==> src/rtl/axilite_bk_pkg.sv <==
// axilite_bk_pkg: shared types and constants for the two-requester AXI-lite backend arbiter
package axilite_bk_pkg;
    localparam int ADDR_W = 15;
    localparam int DATA_W = 32;
    localparam logic [DATA_W-1:0] TMO_DATA = 32'hDEAD_BEEF;

    typedef enum logic [1:0] {IDLE, ISSUE_W, ISSUE_R, WAIT_R} state_t;

    typedef struct packed {
        logic              valid;
        logic [ADDR_W-1:0] addr;
        logic [DATA_W-1:0] data;
        logic [3:0]        strb;
    } slot_t;
endpackage

==> src/rtl/axilite_bk_slot.sv <==
// axilite_bk_slot: single-entry command holder with capture, overflow detect and free
module axilite_bk_slot
    import axilite_bk_pkg::*;
(
    input  logic              axi_aclk,
    input  logic              axi_aresetn,
    input  logic              start,
    input  logic              free,
    input  logic [ADDR_W-1:0] addr,
    input  logic [DATA_W-1:0] data,
    input  logic [3:0]        strb,
    output slot_t             slot,
    output logic              ovf
);
    // A slot being freed this cycle can take the new command without overflowing
    assign ovf = start && slot.valid && !free;

    always_ff @(posedge axi_aclk or negedge axi_aresetn) begin
        if (!axi_aresetn) slot <= '0;
        else if (start && !ovf) slot <= '{valid: 1'b1, addr: addr, data: data, strb: strb};
        else if (free) slot.valid <= 1'b0;
    end
endmodule

==> src/rtl/axilite_bk_arbiter.sv <==
// axilite_bk_arbiter: round-robin arbiter of two requesters onto one backend, one transaction at a time
module axilite_bk_arbiter
    import axilite_bk_pkg::*;
#(
    parameter int unsigned TMO_CYCLES = 255
) (
    input  logic                   axi_aclk,
    input  logic                   axi_aresetn,
    input  logic [1:0]             up_wstart,
    input  logic [1:0][ADDR_W-1:0] up_waddr,
    input  logic [1:0][DATA_W-1:0] up_wdata,
    input  logic [1:0][3:0]        up_wstrb,
    input  logic [1:0]             up_rstart,
    input  logic [1:0][ADDR_W-1:0] up_raddr,
    output logic [1:0]             up_rdone,
    output logic [1:0][DATA_W-1:0] up_rdata,
    output logic                   dn_wstart,
    output logic [ADDR_W-1:0]      dn_waddr,
    output logic [DATA_W-1:0]      dn_wdata,
    output logic [3:0]             dn_wstrb,
    output logic                   dn_rstart,
    output logic [ADDR_W-1:0]      dn_raddr,
    input  logic                   dn_rdone,
    input  logic [DATA_W-1:0]      dn_rdata,
    input  logic                   arb_enable,
    output logic [1:0]             err_ovf,
    output logic                   err_tmo,
    input  logic                   err_clr
);
    localparam logic [15:0] TMO_LAST = 16'(TMO_CYCLES - 1);

    state_t state_q, state_d;
    logic gnt_q, gnt_d, sel, tmo_evt, unused_rd;
    logic [15:0] cnt_q, cnt_d;
    logic [1:0] wovf, rovf, wfree, rfree, pend, rdone_d;
    logic [1:0][DATA_W-1:0] rdata_d;
    slot_t wslot [2];
    slot_t rslot [2];

    for (genvar i = 0; i < 2; i++) begin : g_req
        axilite_bk_slot u_wslot (
            .axi_aclk, .axi_aresetn, .start(up_wstart[i]), .free(wfree[i]),
            .addr(up_waddr[i]), .data(up_wdata[i]), .strb(up_wstrb[i]),
            .slot(wslot[i]), .ovf(wovf[i])
        );
        axilite_bk_slot u_rslot (
            .axi_aclk, .axi_aresetn, .start(up_rstart[i]), .free(rfree[i]),
            .addr(up_raddr[i]), .data('0), .strb('0),
            .slot(rslot[i]), .ovf(rovf[i])
        );
        assign wfree[i] = state_q == ISSUE_W && gnt_q == 1'(i);
        assign rfree[i] = state_q == ISSUE_R && gnt_q == 1'(i);
        assign pend[i]  = wslot[i].valid || rslot[i].valid;
    end

    assign unused_rd = ^{rslot[0].data, rslot[0].strb, rslot[1].data, rslot[1].strb};

    // gnt_q doubles as the round-robin pointer: under contention the other requester wins
    assign sel = &pend ? ~gnt_q : pend[1];

    assign dn_wstart = state_q == ISSUE_W;
    assign dn_waddr  = dn_wstart ? wslot[gnt_q].addr : '0;
    assign dn_wdata  = dn_wstart ? wslot[gnt_q].data : '0;
    assign dn_wstrb  = dn_wstart ? wslot[gnt_q].strb : '0;
    assign dn_rstart = state_q == ISSUE_R;
    assign dn_raddr  = dn_rstart ? rslot[gnt_q].addr : '0;

    always_comb begin
        state_d = state_q;
        gnt_d   = gnt_q;
        cnt_d   = '0;
        rdone_d = '0;
        rdata_d = '0;
        tmo_evt = 1'b0;
        case (state_q)
            IDLE: if (arb_enable && |pend) begin
                gnt_d   = sel;
                state_d = wslot[sel].valid ? ISSUE_W : ISSUE_R;
            end
            ISSUE_W: state_d = IDLE;
            ISSUE_R: state_d = WAIT_R;
            WAIT_R: if (dn_rdone || cnt_q == TMO_LAST) begin
                state_d        = IDLE;
                rdone_d[gnt_q] = 1'b1;
                rdata_d[gnt_q] = dn_rdone ? dn_rdata : TMO_DATA;
                tmo_evt        = !dn_rdone;
            end else begin
                cnt_d = cnt_q + 16'd1;
            end
            default: state_d = IDLE;
        endcase
    end

    always_ff @(posedge axi_aclk or negedge axi_aresetn) begin
        if (!axi_aresetn) begin
            state_q  <= IDLE;
            gnt_q    <= 1'b1;
            cnt_q    <= '0;
            up_rdone <= '0;
            up_rdata <= '0;
            err_ovf  <= '0;
            err_tmo  <= 1'b0;
        end else begin
            state_q  <= state_d;
            gnt_q    <= gnt_d;
            cnt_q    <= cnt_d;
            up_rdone <= rdone_d;
            up_rdata <= rdata_d;
            err_ovf  <= (err_clr ? 2'b00 : err_ovf) | wovf | rovf;
            err_tmo  <= (err_clr ? 1'b0 : err_tmo) | tmo_evt;
        end
    end
endmodule

==> config.mk <==
export PLATFORM = sky130hd
export DESIGN_NAME = axilite_bk_arbiter
export DESIGN_NICKNAME = d
export VERILOG_FILES = /design/src/rtl/axilite_bk_pkg.sv /design/src/rtl/axilite_bk_slot.sv /design/src/rtl/axilite_bk_arbiter.sv
export SDC_FILE = /design/constraint.sdc
export NUM_CORES = 1
export LEC_CHECK = 0
export ABC_CLOCK_PERIOD_IN_PS = 4700
export BUFFER_PORTS_ARGS = -buffer_cell sky130_fd_sc_hd__buf_2
export CAP_MARGIN = 20
export CORE_MARGIN = 2
export CORE_UTILIZATION = 38
export CTS_CLUSTER_SIZE = 25
export DETAILED_ROUTE_END_ITERATION = 10
export GPL_ROUTABILITY_DRIVEN = 1
export GPL_TIMING_DRIVEN = 1
export SLEW_MARGIN = 20
export SYNTH_ARGS = -nofsm -noshare
export SYNTH_HDL_FRONTEND = slang
export SYNTH_SLANG_ARGS = --single-unit
==> constraint.sdc <==
create_clock -name axi_aclk -period 4.7 [get_ports axi_aclk]
set_clock_uncertainty 0.05 [all_clocks]
set_input_delay 0.94 -clock axi_aclk [delete_from_list [all_inputs] [get_ports axi_aclk]]
set_output_delay 0.94 -clock axi_aclk [all_outputs]
set_load 0.05 [all_outputs]
# After elaboration in Yosys (flattened, before gate mapping)
# Cells that the tools add are included.
[totals]
register_bits = 224
latch_bits = 0
ramBits = 0
rom_bits = 0
in_bits = 173
output_inout_bits = 137
elab_cells = 118
n_memories = 0
[op_classes]
n_addsub = 1
multipliers = 0
div_mod_pow = 0
magnitude_cmp = 4
eq_ne = 6
shifts = 0
mux = 41
n_bitwise = 7
reduce_logical = 39
[ops]
columns = ["op", "n"]
rows = [
  ["two-way mux 51 bit", 6],
  ["two-way mux 52 bit", 3],
  ["two-way mux 64 bit", 2],
  ["two-way mux 32 bit", 3],
  ["AND 64 bit", 1],
  ["demux 32 bit (select 1 bit)", 1],
  ["two-way mux 16 bit", 2],
  ["two-way mux 15 bit", 2],
  ["logical AND 1 bit", 18],
  ["adder 16 x 1 -> 16 bit (second input constant)", 1],
  ["equality test 16 x 8 -> 1 bit (second input constant)", 1],
  ["two-way mux 1 bit", 13],
  ["two-way mux 2 bit", 6],
  ["zero test 1 bit", 9],
  ["case mux 2 bit (4 select lines)", 1],
  ["nonzero test 2 bit", 4],
  ["AND reduction 2 bit", 3],
  ["equality test 2 bit (second input constant)", 2],
  ["greater-or-equal comparator 2 bit (second input constant)", 2],
  ["two-way mux 4 bit", 1],
  ["!= test 2 bit (second input constant)", 2],
  ["inverter 1 -> 2 bit", 2],
  ["bitwise OR 2 bit", 2],
  ["logical OR 1 bit", 3],
  ["other kinds (8)", 8],
]

# Longest topological paths before layout
# Gate-level depths: netlist of run 1.
[depth]
ltp_word = 10
mapped_depth = 8
depth_no_buf = 6

# Hierarchy
# Synthesis of run 1 repeated with hierarchy kept, for this count alone.
[unflattened]
cells_unflattened = 899
area_unflattened_um2 = 12862.3
[by_module_without_submodules]
columns = ["module", "n_inst", "cells_each", "area_each_um2", "seq_area_each_um2"]
rows = [
  ["axilite_bk_slot", 4, 113, 2155.8, 1301.2],
  ["axilite_bk_arbiter", 1, 447, 4239.1, 2203.4],
]

# Worst setup path before layout of run 1
# OpenSTA, ideal clock, no wires.
[synth_timing]
kind = "reg2out"
start = "register gnt_q"
end = "output dn_raddr[0]"
arrival_ns = 2.152
setup_slack_ns = 1.558
path_stages_with_launch = 6
n_path_buf = 3
path_cell_list = "dfstp_2 > buf_2 > buf_1 > buf_2 > mux2i_1 > nor2_1"
[synth_via]
elab_chain_cells = 5
[synth_rtl]
columns = ["item", "line", "rtl"]
rows = [
  ["from (decl)", "axilite_bk_arbiter.sv:33", "logic gnt_q, gnt_d, sel, tmo_evt, unused_rd;"],
  ["from (signal assigned)", "axilite_bk_arbiter.sv:105", "gnt_q <= gnt_d;"],
  ["inverter 1 -> 2 bit (not written as such)", "axilite_bk_arbiter.sv:66", "assign dn_raddr = dn_rstart ? rslot[gnt_q].addr : '0;"],
  ["two-way mux 51 bit (not written as such) (3 in a row)", "axilite_bk_arbiter.sv:66", ""],
  ["two-way mux 15 bit", "axilite_bk_arbiter.sv:66", ""],
  ["to (decl)", "axilite_bk_arbiter.sv:22", "output logic [ADDR_W-1:0] dn_raddr,"],
]
# No other way between the ends. The select of a mux whose other input is x is not followed.

# Worst setup path in the final report of run 1
[layout_timing]
start = "register gnt_q"
end = "output dn_wdata[27]"
[layout_via]
elab_chain_cells = 5
[layout_rtl]
columns = ["item", "line", "rtl"]
rows = [
  ["inverter 1 -> 2 bit (not written as such)", "axilite_bk_arbiter.sv:63", "assign dn_wdata = dn_wstart ? wslot[gnt_q].data : '0;"],
  ["two-way mux 51 bit (3 in a row)", "--", ""],
  ["two-way mux 32 bit", "axilite_bk_arbiter.sv:63", ""],
  ["to (decl)", "axilite_bk_arbiter.sv:19", "output logic [DATA_W-1:0] dn_wdata,"],
]
# No other way between the ends. The select of a mux whose other input is x is not followed.

==> metrics.txt, run 1 <==
DR pass1 iterations=4; Starting DRT DRC Count=around 310; endpoint class of the critical path=output pin; gr ovfl total=0; CTS clock-pin slew for the worst setup and hold paths=about 0.060 ns; Post-synth EDFFs=0; fin. max-slew vios=0; share of the synthesized area in the top cell type=0.6028; # Max-Cap Violations=0; Final ANT Viol Nets=0; RSZ-0062 raised after global routing=false; Ports=310; total chip power=around 8.2 mW; Syn Inst Count=737; Synth Net Count=about 910; Yosys warnings=0; Critical Path RT=3.71 ns; Worst Hold Class=in2async; NumNets Final=approximately 1200; first-pass GRT wire length=36130 um; die area=25630 um^2; Overall Global Routing Usage=0.1756; Cell Pwr Density=roughly 680 nW/um^2; Avg Synthesized Cell Area=between 10 and 15 um^2; wire length on met3=between 1500 and 2000 um; Synth-to-Final Area Change=29.41%; Cell Rows=57; via count of the routed design=~6500; Post-CTS Setup Bufs=0; initial antenna violation count=6; Final GP Congestion=between 0.7 and 0.8; DR top layer=met5; Max Fclk=between 0.2 and 0.3 GHz; Seq cells post-synth=about 220; Tcrit/Tclk final=0.7212; TritonCTS clock tree=built; Peak supply drop=between 0.3 and 0.4 mV; worst-path fanout max=33; number of global-route vias before repair=about 6700; die span in y=160.1 um; input/output buffers=just over 300; Core Box Area=~24000 um^2; Post-Place Cells=1339; fillcell total=around 2300; Non-Filler Instances=around 1400; CTS max path bufs=3; CTS Root Cell=clkbuf_16; synth unique cells=35; ys async rst share=1.000; Yosys top cell by area=dfrtp_1; Pleak=between 6 and 7 nW; WHS=roughly 0.37 ns; CTS sink count=224; worst-skew pair later-pin latency=roughly 0.5 ns; Initial Utilization=0.3840; Post-synth top flop=dfrtp_1; post-CTS sizing=0; setup TNS=0 ns; Worst Setup Path Type=reg2out; status=finished, final reports clean; worst-margin pin slew=a little under 0.9 ns; WL met1=around 9700 um; hold buffers post-CTS=0; average wire per standard cell=16.41 um; DRC=0; Total Wirelength=22820 um; met2 WL=between 10000 and 15000 um; crit path DAT=about 2.4 ns; layout cell share with drive strength beyond 1=0.4684; Die W=approximately 160 um; Startpoint Class=register; H-Tree Depth=1; Synth Cell Area=a little over 9000 um^2; DP HPWL=approximately 16000 um; Synth area leaders=dfrtp_1 (60%), mux2_2 (16%), mux2i_1 (7.1%); Seq/Total Area, Yosys=0.6056; Num CTS Buffers=25; Slew Limit Headroom=0.4217; fin crit period=approximately 3.4 ns; Final Setup Violations=0; largest net degree at the start of global routing=a little under 100; mean number of vias per cell=roughly 4.6; final count of hold timing violations=0
[path summary, 6_finish.rpt]
kind                                           startpoint                        end  slack [ns]  depth (start not counted)
worst min-delay path                          axi_aresetn               up_rdata[42]        0.37                          1
worst max register to register                 state_q[0]  g_req[1].u_rslot.slot[37]        1.94                          4
worst max-delay path                                gnt_q               dn_wdata[27]        1.31                          4
worst min register to register  g_req[0].u_rslot.slot[43]  g_req[0].u_rslot.slot[43]        0.45                          1
min in group axi_aclk           g_req[0].u_rslot.slot[43]  g_req[0].u_rslot.slot[43]        0.45                          1
max in group asynchronous                     axi_aresetn                  cnt_q[15]        3.24                          2
[metrics by stage]
stage | area [um^2] | worst slack (ns) | utilization
after floorplan | 9258 | 1.558 | -
after global placement | 11130 | 1.894 | 0.4618
after detailed placement | 11130 | 1.837 | 0.4618
after CTS | 11960 | 1.261 | 0.4962
after global routing | 11980 | 1.176 | 0.4969
final | 11980 | 1.310 | 0.4970
[cells in the mapped netlist (all sizes together), types with 5 or more instances]
library cell	number
dfrtp	223
nor2	154
mux2	132
mux2i	66
buf	27
nor2b	24
nand2	20
clkbuf	14
inv	14
xnor2	13
nand3	7
nand2b	6
nor3	5
nor4	5
o21ai	5
[placed cells by master (no fill, tap or decap), types with 3 or more instances in the layout]
master | synthesis | routed
buf_2 | 19 | 308
dfrtp_1 | 223 | 223
nor2_1 | 154 | 154
mux2_2 | 132 | 132
mux2i_1 | 66 | 66
clkbuf_16 | 0 | 25
nor2b_1 | 24 | 24
nand2_1 | 20 | 19
inv_1 | 14 | 14
xnor2_1 | 13 | 13
buf_4 | 2 | 9
nand3_1 | 7 | 7
clkbuf_1 | 14 | 7
clkbuf_8 | 0 | 6
diode_2 | 0 | 5
nand2b_1 | 6 | 5
nor3_1 | 5 | 5
clkinv_2 | 0 | 5
nor4_1 | 4 | 4
nand4_1 | 3 | 3
o21ai_1 | 3 | 3
[cell type report]
| cell class | instances | area, um^2 | area share |
|---|---|---|---|
| Antenna cell | 5 | 12.51 | 0.001044 |
| Sequential cell | 224 | 5610 | 0.4683 |
| Multi-Input combinational cell | 458 | 3427 | 0.2861 |
| Tap cell | 324 | 405.4 | 0.03384 |
| Inverter | 14 | 52.55 | 0.004386 |
| Timing Repair Buffer | 319 | 1644 | 0.1372 |
| Clock inverter | 8 | 93.84 | 0.007833 |
| Clock buffer | 38 | 734.5 | 0.06131 |
[report_power, final]
group	leakage, nW	switching (mW)	internal (mW)
Sequential	2.82	0.376	2.58
Clock	0.412	0.762	1.18
Combinational	2.82	2.02	1.24
Total	6.05	3.16	5.01
[layer usage]
metal  track usage  vias to the layer above
met1        0.2280                     3098
met4       0.06224                        2
met2        0.2843                      239
li1              -                     3076
met3       0.04805                       39
met5             0                        -
[state kept, by name (all words and copies together) (netlist names)]
name	cells
gnt_q	1
g_req.u_wslot.slot	104
up_rdone	2
err_tmo	1
g_req.u_rslot.slot	32
up_rdata	64
state_q	2
cnt_q	16
err_ovf	2
[worst max-delay path, stage by stage, from the launching register on]
cell and delay [ns]:
dfstp_4 0.76, buf_4 0.51, mux2i_1 0.15, nor2_1 0.13, buf_2 0.28
[kinds of logic (layout without fill, tap and decap cells)]
| family | count (synthesis) | count (layout) | synth area share |
|---|---|---|---|
| simple gates | 229 | 229 | 0.1087 |
| flops | 224 | 224 | 0.6056 |
| mux | 198 | 198 | 0.2319 |
| buf+inv | 55 | 379 | 0.02568 |
| compound gates | 15 | 15 | 0.01217 |
| xor+xnor | 14 | 14 | 0.01325 |
| fa+ha+maj | 2 | 2 | 0.002703 |
| other cells | 0 | 5 | 0 |
Power figures use the tool's default switching activity.
==> run 2: changes to the inputs <==
ABC_CLOCK_PERIOD_IN_PS = 3100   (was 4700)
PLACE_DENSITY = 0.65   (was default)
clock period = 3.1 ns   (was 4.7 ns; I/O delays follow)
==> run 2 against run 1 <==
Sequential share of layout area down 0.56 points. Via count up 1.9%. Largest power group unchanged. First-iteration DRC count up 46%. Global-route usage about the same. Flip-flop and latch count unchanged. Critical endpoint is now dn_raddr[5]. Non-clock buffer count up 3. Final area up 1.2%.
==> metrics.txt, run 2 (same netlist as run 1, synthesis figures left out) <==
status=finished, final reports clean; crit path from=gnt_q; crit path DAT=~2.2 ns; Final GP Congestion=0.7688; Comb pwr share=0.404; die span in y=160.1 um; Final Setup Violations=0; WHS=between 0.07 and 0.08 ns; fin crit period=2.852 ns; CTS max path bufs=3; worst r2r src=cnt_q[0]; worst-margin pin slew=around 0.7 ns; Overall Global Routing Usage=0.1761; post-CTS sizing=0; NumNets Final=1221; Peak supply drop=0.5828 mV; DR pass1 iterations=6; Seq pwr share=0.351; Max Fclk=between 0.3 and 0.4 GHz; input/output buffers=about 310; clock power share=0.245; Core Box Area=around 24000 um^2; fillcell total=approximately 2200; Reg with most FFs=g_req.u_wslot.slot; total chip power=about 13 mW; TritonCTS clock tree=built; gr ovfl total=0; largest registers=g_req.u_wslot.slot x104, up_rdata x64, g_req.u_rslot.slot x32; RSZ-0062 raised after global routing=false; fin. max-slew vios=0; DP HPWL=~16000 um; pre-CTS setup slack=0.5820 ns; layout cell share with drive strength beyond 1=0.4718; number of global-route vias before repair=a little under 7000; total net switching power=between 4 and 5 mW; CTS Root Cell=clkbuf_16; Pleak=between 6 and 7 nW; largest net degree at the start of global routing=89; Synth-to-Final Area Change=30.98%; Ports=between 300 and 400; hold buffers post-CTS=0; worst-path fanout max=21; Slew Limit Headroom=0.5351; Worst Setup Path Type=reg2out; Largest register FFs=roughly 100; Post-CTS Setup Bufs=0; Critical Path RT=between 2 and 2.5 ns; via count of the routed design=around 6600; Startpoint Class=register; Die W=between 150 and 200 um; storage element area=5610 um^2; worst-skew pair later-pin latency=between 0.5 and 0.6 ns; first-pass GRT wire length=36410 um; Sw Share=0.3820; die area=25630 um^2; Starting DRT DRC Count=446; endpoint class of the critical path=output pin; final worst setup slack=between 0.2 and 0.25 ns; DRC=0; Tcrit/Tclk final=0.9201; initial antenna violation count=3; mean number of vias per cell=approximately 4.7; CTS sink count=roughly 220; Worst Hold Class=in2async; Cell Pwr Density=about 1000 nW/um^2; setup TNS=0 ns; average wire per standard cell=about 16 um; Initial Utilization=0.3840; # Max-Cap Violations=0; commonest non-fill, non-tap cells in the layout=buf_2 (308), dfrtp_1 (223), nor2_1 (154); commonest non-fill, non-tap cell in the layout=buf_2; internal power=around 8 mW; multi-input logic area=~3400 um^2; Num CTS Buffers=26; Final ANT Viol Nets=0; number of diodes=0; final count of hold timing violations=0; Cell Rows=57; H-Tree Depth=1; CTS clock-pin slew for the worst setup and hold paths=about 0.06 ns; Total Wirelength=around 23000 um
-- run 2: final timing paths --
| check | endpoint | slack (ns) | cells after the start |
|---|---|---|---|
| min reg2reg | g_req[0].u_wslot.slot[34] | 0.45 | 1 |
| max | dn_raddr[5] | 0.25 | 4 |
| min | g_req[1].u_wslot.slot[23] | 0.07 | 1 |
| min in group axi_aclk | g_req[1].u_rslot.slot[51] | 0.27 | 3 |
| max reg2reg | state_q[0] | 0.52 | 6 |
| max in group asynchronous | gnt_q | 2.12 | 2 |
-- run 2: critical path: stages, from the launching register on --
cell     delay (ns)
dfstp_4        0.72
buf_4          0.39
mux2i_1        0.13
nor2_1         0.14
buf_2          0.28
-- run 2: per-layer routing --
metal,vias to the layer above,routed length (um),GRT usage
met4,6,515,0.04791
met2,230,10690,0.2928
li1,3079,-,-
met5,-,34,0
met1,3211,9793,0.2285
met3,49,1728,0.04701
-- run 2: through the flow --
step	utilization	instance area, um^2	std cells
6_report	0.5030	12130	1386
5_1_grt	0.5030	12130	1386
4_1_cts	0.5027	12120	1386
3_5_place_dp	0.4664	11240	1342
3_3_place_gp	0.4664	11240	1342
2_1_floorplan	-	9258	737
-- run 2: area by class of cell --
cell class,count,share of cell area
Clock buffer,35,0.06150
Clock inverter,9,0.01073
Inverter,14,0.004334
Multi-Input combinational cell,458,0.2826
Sequential cell,224,0.4627
Tap cell,324,0.03343
Timing Repair Buffer,322,0.1447
-- run 2: power by group through the flow --
stage | clock [mW] | combinational [mW] | sequential [mW]
3_3_place_gp | 0 | 5.10 | 4.44
6_report | 3.10 | 5.10 | 4.43
2_1_floorplan | 0 | 3.89 | 4.44
4_1_cts | 3.18 | 5.18 | 4.44
3_5_place_dp | 0 | 5.16 | 4.49
5_1_grt | 3.32 | 5.47 | 4.56
==> run 3: changes to the inputs <==
CAP_MARGIN = 10   (was 20)
CTS_BUF_LIST = sky130_fd_sc_hd__clkbuf_16   (was default)
==> run 3 against run 2 <==
Via count barely moved. Flip-flop and latch count unchanged. Cell count is the same. Global-route usage about the same. Maximum frequency hardly changed. Critical path depth stayed put. Final area down 0.33%. Critical path type unchanged. Largest cell class unchanged. Largest power group unchanged. Highest routed layer unchanged.
==> metrics.txt, run 3 (same netlist as run 1, synthesis figures left out) <==
status=finished, final reports clean; CTS clock-pin slew for the worst setup and hold paths=0.06 ns; R2R cell count=6; Cell Rows=57; CTS max path bufs=3; worst r2r dst=state_q[0]; Seq pwr share=0.354; Final Setup Violations=0; Overall Global Routing Usage=0.1763; hold buffers post-CTS=0; first-pass GRT wire length=between 30000 and 40000 um; DR pass1 iterations=4; Worst Hold Class=in2async; die span in y=roughly 160 um; total net switching power=4.824 mW; layout cell share with drive strength beyond 1=0.4680; initial antenna violation count=3; crit path DAT=around 2.2 ns; RSZ-0062 raised after global routing=false; CTS Root Cell=clkbuf_16; Starting DRT DRC Count=around 420; worst-path fanout max=21; Reg2Reg Setup Slack=around 0.54 ns; Final ANT Viol Nets=0; final count of hold timing violations=0; fillcell total=~2200; Initial Utilization=0.3840; WP buf/inv=2; H-Tree Depth=1; Tcrit/Tclk final=0.9193; post-CTS sizing=0; Startpoint Class=register; Sw Share=0.3855; Max Fclk=0.3509 GHz; Num CTS Buffers=26; DP HPWL=roughly 16000 um; worst-skew pair later-pin latency=between 0.5 and 0.6 ns; Comb pwr share=0.408; Synth-to-Final Area Change=30.54%; Slew Limit Headroom=0.5350; input/output buffers=a little over 300; mean number of vias per cell=roughly 4.7; Largest register FFs=104; number of global-route vias before repair=6923; NumNets Final=~1200; clock power share=0.239; Post-CTS Setup Bufs=0; Ports=310; delay-heaviest family, CP=flip-flops; largest registers=g_req.u_wslot.slot x104, up_rdata x64, g_req.u_rslot.slot x32; total chip power=12.51 mW; Final Core Density=0.5014; die area=25630 um^2; Cell Pwr Density=1036 nW/um^2; DRC=0; CTS sink count=between 200 and 250; Final GP Congestion=between 0.7 and 0.8; commonest non-fill, non-tap cells in the layout=buf_2 (308), dfrtp_1 (223), nor2_1 (154); Critical Path RT=between 2 and 2.5 ns; worst r2r src=cnt_q[0]; average wire per standard cell=16.47 um; TritonCTS clock tree=built; # Max-Cap Violations=0; endpoint class of the critical path=output pin; gr ovfl total=0; Worst path max stage delay=0.72 ns; fin. max-slew vios=0; worst-margin pin slew=0.6976 ns; commonest non-fill, non-tap cell in the layout=buf_2; crit path cell chain=buf_4, mux2i_1, nor2_1, buf_2; Reg with most FFs=g_req.u_wslot.slot; Pleak=6.112 nW; number of diodes=0; Core Box Area=24110 um^2; Total Wirelength=about 23000 um; fin crit period=roughly 2.8 ns; setup TNS=0 ns; largest net degree at the start of global routing=slightly below 90; Worst Setup Path Type=reg2out; Peak supply drop=0.5837 mV; internal power=roughly 7.7 mW; crit path max-delay cell type=dfstp_4; Die W=approximately 160 um; via count of the routed design=roughly 6600
-- run 3: cell count changes in the layout (fill, tap and decap cells not counted), sizes merged --
| cell | before | now |
|---|---|---|
| clkbuf | 35 | 27 |
| clkinv | 3 | 7 |
| inv | 16 | 20 |
-- run 3: layout make-up --
cell class / instances / area [um^2] / area share
sequential: 224 / 5610 / 0.4642
multi-input combinational: 458 / 3427 / 0.2836
timing repair buffer: 322 / 1754 / 0.1451
clock buffer: 27 / 675.6 / 0.05591
tap: 324 / 405.4 / 0.03354
clock inverter: 17 / 160.2 / 0.01325
inverter: 14 / 52.55 / 0.004348
-- run 3: worst max path at each step --
stage               startpoint     endpoint  slack (ns)  cells past startpoint
global route             gnt_q  dn_raddr[5]        0.13                      4
global placement      cnt_q[0]   state_q[0]        0.61                      6
floorplan                gnt_q  dn_raddr[0]        0.28                      5
finish                   gnt_q  dn_raddr[5]        0.25                      4
CTS                      gnt_q  dn_raddr[5]        0.21                      4
detailed placement    cnt_q[0]   state_q[0]        0.58                      6
-- run 3: power groups by stage --
| stage | Clock [mW] | Sequential, mW | Combinational, mW |
|---|---|---|---|
| 2_1_floorplan | 0 | 4.44 | 3.89 |
| 3_3_place_gp | 0 | 4.44 | 5.10 |
| 3_5_place_dp | 0 | 4.49 | 5.16 |
| 4_1_cts | 3.06 | 4.44 | 5.18 |
| 5_1_grt | 3.21 | 4.56 | 5.47 |
| 6_report | 2.99 | 4.42 | 5.10 |
-- run 3: metrics by stage --
step	area, um^2	instances	setup slack, ns	hold WS, ns
after floorplan	9258	737	0.2780	0.2744
after global placement	11240	1342	0.6071	0.4363
after detailed placement	11240	1342	0.5820	0.4421
after CTS	12080	1386	0.2104	0.07977
after global routing	12090	1386	0.1337	0.1142
final	12090	1386	0.2501	0.07437
-- run 3: metal layers --
layer	track usage	routed length, um	part of all wire
met1	0.2289	9798	0.43
met2	0.2930	10730	0.47
met3	0.04701	1751	0.077
met4	0.04832	513	0.022
met5	0	37	0.0016
